`src/rtl/sha_w_schedule.sv`:
```
// SHA-256 message-schedule generator: passes W[0..15] through, then forms W[16..63]
// from a 16-word sliding window and an external sigma stage, via a one-entry output register.
module sha_w_schedule #(
    parameter int DATA_W    = 32,
    parameter int SIGMA_LAT = 1
) (
    input  logic              clk,
    input  logic              rst,
    input  logic              run,
    input  logic              in_valid,
    input  logic [DATA_W-1:0] in_data,
    output logic              in_ready,
    output logic [DATA_W-1:0] sig_in0,
    output logic [DATA_W-1:0] sig_in1,
    input  logic [DATA_W-1:0] sig_out0,
    input  logic [DATA_W-1:0] sig_out1,
    output logic              w_valid,
    input  logic              w_ready,
    output logic [DATA_W-1:0] w_data,
    output logic [5:0]        w_idx,
    output logic              busy,
    output logic              done
);

    // state | meaning
    // IDLE  | waiting for run
    // LOAD  | accepting message words W[0..15]
    // CALC  | producing W[16..63], one word per SIGMA_LAT+1 cycles
    // DONE  | block finished; done once the output register drains
    typedef enum logic [1:0] {IDLE, LOAD, CALC, DONE} state_t;

    localparam logic [1:0] LAT = 2'(SIGMA_LAT);

    state_t            state, state_nxt;
    logic [DATA_W-1:0] win [16];
    logic [6:0]        t;
    logic [1:0]        cnt, cnt_nxt;
    logic              slot_free, shift, restart;
    logic [DATA_W-1:0] new_word, calc_word;

    assign slot_free = !w_valid || w_ready;
    assign calc_word = sig_out0 + sig_out1 + win[0] + win[9];
    assign sig_in0   = win[1];
    assign sig_in1   = win[14];
    assign busy      = (state == LOAD) || (state == CALC);
    assign done      = (state == DONE) && !w_valid;

    always_comb begin
        state_nxt = state;
        cnt_nxt   = cnt;
        in_ready  = 1'b0;
        shift     = 1'b0;
        restart   = 1'b0;
        new_word  = in_data;
        case (state)
            IDLE, DONE: begin
                if (run) begin
                    restart   = 1'b1;
                    state_nxt = LOAD;
                end
            end
            LOAD: begin
                in_ready = slot_free;
                if (in_valid && slot_free) begin
                    shift = 1'b1;
                    if (t == 7'd15) begin
                        state_nxt = CALC;
                        cnt_nxt   = 2'd0;
                    end
                end
            end
            CALC: begin
                new_word = calc_word;
                // cnt waits out the sigma pipeline, then holds until the output slot frees
                if (cnt == LAT) begin
                    if (slot_free) begin
                        shift   = 1'b1;
                        cnt_nxt = 2'd0;
                        if (t == 7'd63) state_nxt = DONE;
                    end
                end else begin
                    cnt_nxt = cnt + 2'd1;
                end
            end
            default: state_nxt = IDLE;
        endcase
    end

    always_ff @(posedge clk) begin
        if (!rst) begin
            state   <= IDLE;
            t       <= '0;
            cnt     <= '0;
            w_valid <= 1'b0;
            w_data  <= '0;
            w_idx   <= '0;
            for (int i = 0; i < 16; i++) win[i] <= '0;
        end else begin
            state <= state_nxt;
            cnt   <= cnt_nxt;
            if (restart)    t <= '0;
            else if (shift) t <= t + 7'd1;
            if (shift) begin
                for (int i = 0; i < 15; i++) win[i] <= win[i+1];
                win[15] <= new_word;
                w_data  <= new_word;
                w_idx   <= t[5:0];
                w_valid <= 1'b1;
            end else if (w_ready) begin
                w_valid <= 1'b0;
            end
        end
    end

endmodule

```
`config.mk`:
```
export PLATFORM = sky130hd
export DESIGN_NAME = sha_w_schedule
export DESIGN_NICKNAME = d
export VERILOG_FILES = /design/src/rtl/sha_w_schedule.sv
export SDC_FILE = /design/constraint.sdc
export NUM_CORES = 1
export LEC_CHECK = 0
export BUFFER_PORTS_ARGS = -buffer_cell sky130_fd_sc_hd__buf_2
export CORE_MARGIN = 1
export CORE_UTILIZATION = 56
export CTS_BUF_LIST = sky130_fd_sc_hd__clkbuf_4
export DETAILED_ROUTE_END_ITERATION = 10
export PLACE_DENSITY = 0.86
export REMOVE_ABC_BUFFERS = 1
export SYNTH_ARGS = -nofsm -noshare
export SYNTH_HDL_FRONTEND = slang
export SYNTH_SLANG_ARGS = --single-unit
```
`constraint.sdc`:
```
create_clock -name clk -period 14.6 [get_ports clk]
set_input_delay 2.19 -clock clk [delete_from_list [all_inputs] [get_ports clk]]
set_output_delay 2.19 -clock clk [all_outputs]
set_load 0.02 [all_outputs]
```
**After elaboration in Yosys (flattened, before gate mapping)**

Memory sizes are Yosys's and may differ from the RTL's.
Index checks and enable logic that the tools add are counted.
W data, S select, Z words.

- Muxes and demuxes: 42
- Add/sub/neg operators: 5
- Bitwise logic cells: 17
- Equal/unequal tests: 13
- Reduce and logical (&&, ||, !) cells: 12

Operators with widths:

| kind | number |
|---|---|
| $mux W32 | 17 |
| $add A32 B32 Y32 | 3 |
| $mux W2 | 10 |
| $or A1 B1 Y1 | 16 |
| $mux W1 | 12 |
| $ne A2 B1 Y1 const B | 4 |
| $add A7 B1 Y7 const B | 1 |
| $eq A7 B4 Y1 const B | 1 |
| $eq A7 B6 Y1 const B | 1 |
| $pmux W2 S3 | 1 |
| $reduce_and A6 Y1 | 1 |
| $eq A2 B1 Y1 const B | 2 |
| $eq A2 B2 Y1 const B | 2 |
| $ne A2 B2 Y1 const B | 2 |
| $pmux W2 S2 | 1 |
| $reduce_and A4 Y1 | 1 |
| $reduce_bool A2 Y1 | 2 |
| $reduce_or A2 Y1 | 2 |
| $ne A3 B3 Y1 const B | 1 |
| $add A2 B1 Y2 const B | 1 |
| $logic_and A1 B1 Y1 | 2 |
| $logic_not A2 Y1 | 1 |
| $logic_or A1 B1 Y1 | 2 |
| $pmux W1 S2 | 1 |
| 2 further kinds | 2 |

- Memory bits (writable): 512
- Register bits: 50
- Word-level logic and storage cells: 96
- Memories: 1

Memory list:

| memory | depth | bits a word | rd ports | clocked after Yosys merged registers in | write ports | line | text |
|---|---|---|---|---|---|---|---|
| win | 16 | 32 | 16 | 0 | 16 | 35 | `logic [DATA_W-1:0] win [16];` |

**Longest topological paths before layout**

- Word-level depth: 9
- Depth in mapped cells: 16

**Worst setup path before layout**

Ideal clock, no wire load.

- Path kind: input to register
- From: input w_ready
- To: memory win[0][0], enable pin
- Cell stages on the path: 6
- Setup time: 0.858 ns
- Arrival time: 12.914 ns
- Path slack: 0.827 ns
- Buffers on the path: 2
- Cell sequence: nor2b_1 > a211oi_1 > buf_2 > buf_2 > nor2_1 > inv_1

RTL lines:

| element | line | text |
|---|---|---|
| start, declared | 18 | `input logic w_ready,` |
| end, declared | 35 |  |

==> results.md <==
- Detailed Routing Iterations Pass 1: 5
- Clock Sinks: 562
- Int Power: 0.00308 W
- GPL Wtd Cong: 0.898
- DP Worst Slack: 8.37 ns
- Hold worst-path end: w_idx[4]
- CTS Buffer Depth: 3
- Hold_sp: w_idx[4]
- Drt wl/cell: 18.4 um
- Final hold slack: 0.451 ns
- Combinational share of power: 23.5%
- First-pass GRT wire length: 80.4 mm
- Post-synth EDFFs: 512
- Cts repair resizes: 0
- Fmax: 187 MHz
- Max cap viols: 0
- Power density cells: 160 nW/um^2
- Startpoint Class: input port
- Via count: 15300
- CP endpoint kind: flip-flop
- Hold path depth: 2
- Post-synth ARST share: 0%
- Initial cell density of the core: 56.7%
- Final period utilization: 36.7%
- Leakage Power: 12.5 nW
- Port Buffers: 206
- Critical R2R Launch: state[0]
- Final #Nets: 2299
- Final WS setup: 9.25 ns
- Die Y: 213 um
- FILL cells: 3336
- Final non-filler cell total: 2799
- Psw: 0.00138 W
- Sw Share: 30.9%
- Share of total power in the clock network: 30.5%
- Die Wd: 213 um
- Dpl cells: 2548
- Layout cells sized above 1: 21.1%
- Mapped Cells: 1913
- Clock slew at reported path FFs: 0.06 ns
- Critical Setup Path Class: in2reg
- Critical Path RT: 15.18 ns
- FP Rows: 77
- Core box area: 44100 um^2
- Clk Latency, worst-skew pair: 0.85 ns
- Fin. max-slew vios: 0
- Iter 0 DRT Violations: 1290
- Syn_area_per_cell: 13.1 um^2
- CTS Buf Count: 142
- Unrepaired setup endpoints after global routing: false
- Fin Setup TNS: 0 ns
- HP Class: reg2reg
- Cell Area, Synth: 25000 um^2
- Sequential cell fraction of total power: 46.0%
- Final ANT Viol Nets: 0
- CP Max Fanout: 3
- Register area share after synthesis: 65.4%
- Area growth, synth to finish: 11.4%
- Clk_skew: 0.0634 ns
- TritonCTS clock tree: built
- Vias per cell: 5.45
- Synth Flop Type: edfxtp_1
- # IOs: 207
- Remaining DRCs: 0
- Detailed placement HPWL: 31.4 mm
- Synthesized flop and latch total: 562
- Total grt overflow: 0
- Final Critical Period: 5.35 ns
- Total Power: 0.00445 W
- Synth unique cells: 54
- Arr. time, crit path: 5.94 ns
- Status: completed
- Worst r2r path cells: 9
- Most frequent cells in the layout: 512 x edfxtp_1, 293 x and3_1, 219 x clkbuf_4
- # setup viols final: 0
- Vias in the first global route: 15300
- Clock root cell: clkbuf_4
- Final Hold Violating Endpoints: 0
- Worst r2r dst: win[1][50]
- CTS Hold Buffers Added: 0
- Pin count of the biggest net entering global routing: 268
- Initial antenna violation count: 7
- Most common cell after layout, fill and taps aside: edfxtp_1
- Die Area: 45500 um^2
- Setup bufs post-CTS: 0
- GRT Util Overall: 23.2%
- R2r setup slk: 10.15 ns
- Ys Warns: 0
- Slew margin rel.: 21.5%
- Clock H-tree levels: 4
- Slew @ Worst Pin: 1.18 ns
- Peak VDD IR: 0.0775 mV
- Total wire length: 51.6 mm
-- layout make-up --
type	instances	area (um^2)	share of cell area, %
Sequential cell	562	16400	58.7
Multi-Input combinational cell	983	7030	25.2
Clock buffer	219	1640	5.90
Timing Repair Buffer	219	1160	4.17
Tap cell	592	741	2.66
Inverter	192	728	2.61
Clock inverter	30	204	0.731
Antenna cell	2	5.00	0.0179
-- cell usage after synthesis (all sizes together) (23+ instances only) --
library cell | count | area share, %
o21ai | 32 | 0.67
a21oi | 57 | 1.2
buf | 79 | 2.2
clkbuf | 97 | 1.5
and2 | 166 | 4.1
inv | 192 | 2.9
xnor2 | 23 | 0.80
ha | 36 | 1.8
dfxtp | 50 | 4.0
nand2 | 62 | 0.93
edfxtp | 512 | 61
and3 | 293 | 7.3
nor2 | 105 | 1.6
fa | 62 | 5.0
-- power by group through the flow --
| stage | sequential (W) | combinational (W) | clock (W) |
|---|---|---|---|
| finish | 0.00205 | 0.00105 | 0.00136 |
| global route | 0.00207 | 0.00114 | 0.00148 |
| CTS | 0.00205 | 0.00104 | 0.00140 |
| detailed placement | 0.00208 | 0.00103 | 0 |
| global placement | 0.00207 | 0.000992 | 0 |
| floorplan | 0.00216 | 0.000669 | 0 |
-- worst max path at each step --
stage,slack (ns),end,start
detailed placement,8.37,win[1][251],sig_out0[1]
finish,9.25,win[1][251],sig_out0[1]
CTS,9.30,win[1][251],sig_out0[1]
global route,9.11,win[1][251],sig_out0[1]
global placement,8.43,win[1][251],sig_out0[1]
floorplan,-13.70,win[0][0],state[0]
-- state kept, by name, summed over array words and instances (netlist names) --
register  count
state         2
cnt           2
win         512
w_idx         6
w_data       32
w_valid       1
t             7
-- critical path, stage by stage --
cell and delay [ns]:
buf_2 0.08, inv_1 0.05, fa_1 0.56, fa_1 0.41, inv_1 0.07, ha_1 0.19
inv_1 0.07, fa_1 0.39, nand2b_1 0.19, a21o_1 0.21, a21oi_1 0.23, a2bb2oi_1 0.43
a31o_2 0.26, a21oi_1 0.10, o21ai_1 0.18, mux2i_1 0.26, nor2_1 0.07
-- through the flow --
stage               utilization, %  area (um^2)
floorplan                        -        24100
global placement              59.0        26000
detailed placement            59.0        26000
CTS                           63.2        27900
global route                  63.2        27900
finish                        63.2        27900
-- logic make-up (layout without fill, tap and decap cells) --
group / Yosys count / in the layout / share of synthesized area, %
compound gates: 167 / 167 / 4.36
xor+xnor: 35 / 35 / 1.22
fa+ha+maj: 98 / 98 / 6.76
buf+inv: 368 / 660 / 6.56
flops: 562 / 562 / 65.4
mux: 20 / 20 / 0.800
other cells: 0 / 2 / 0
simple gates: 663 / 663 / 14.9
-- metal layers --
metal | up-vias | track usage, % | share of wire [%]
met4 | 8 | 10.9 | 3.2
met3 | 132 | 6.36 | 7.5
met2 | 573 | 35.2 | 48
li1 | 7050 | - | -
met5 | - | 0 | 0.091
met1 | 7502 | 31.2 | 41
(Power assumes the default switching activity.)
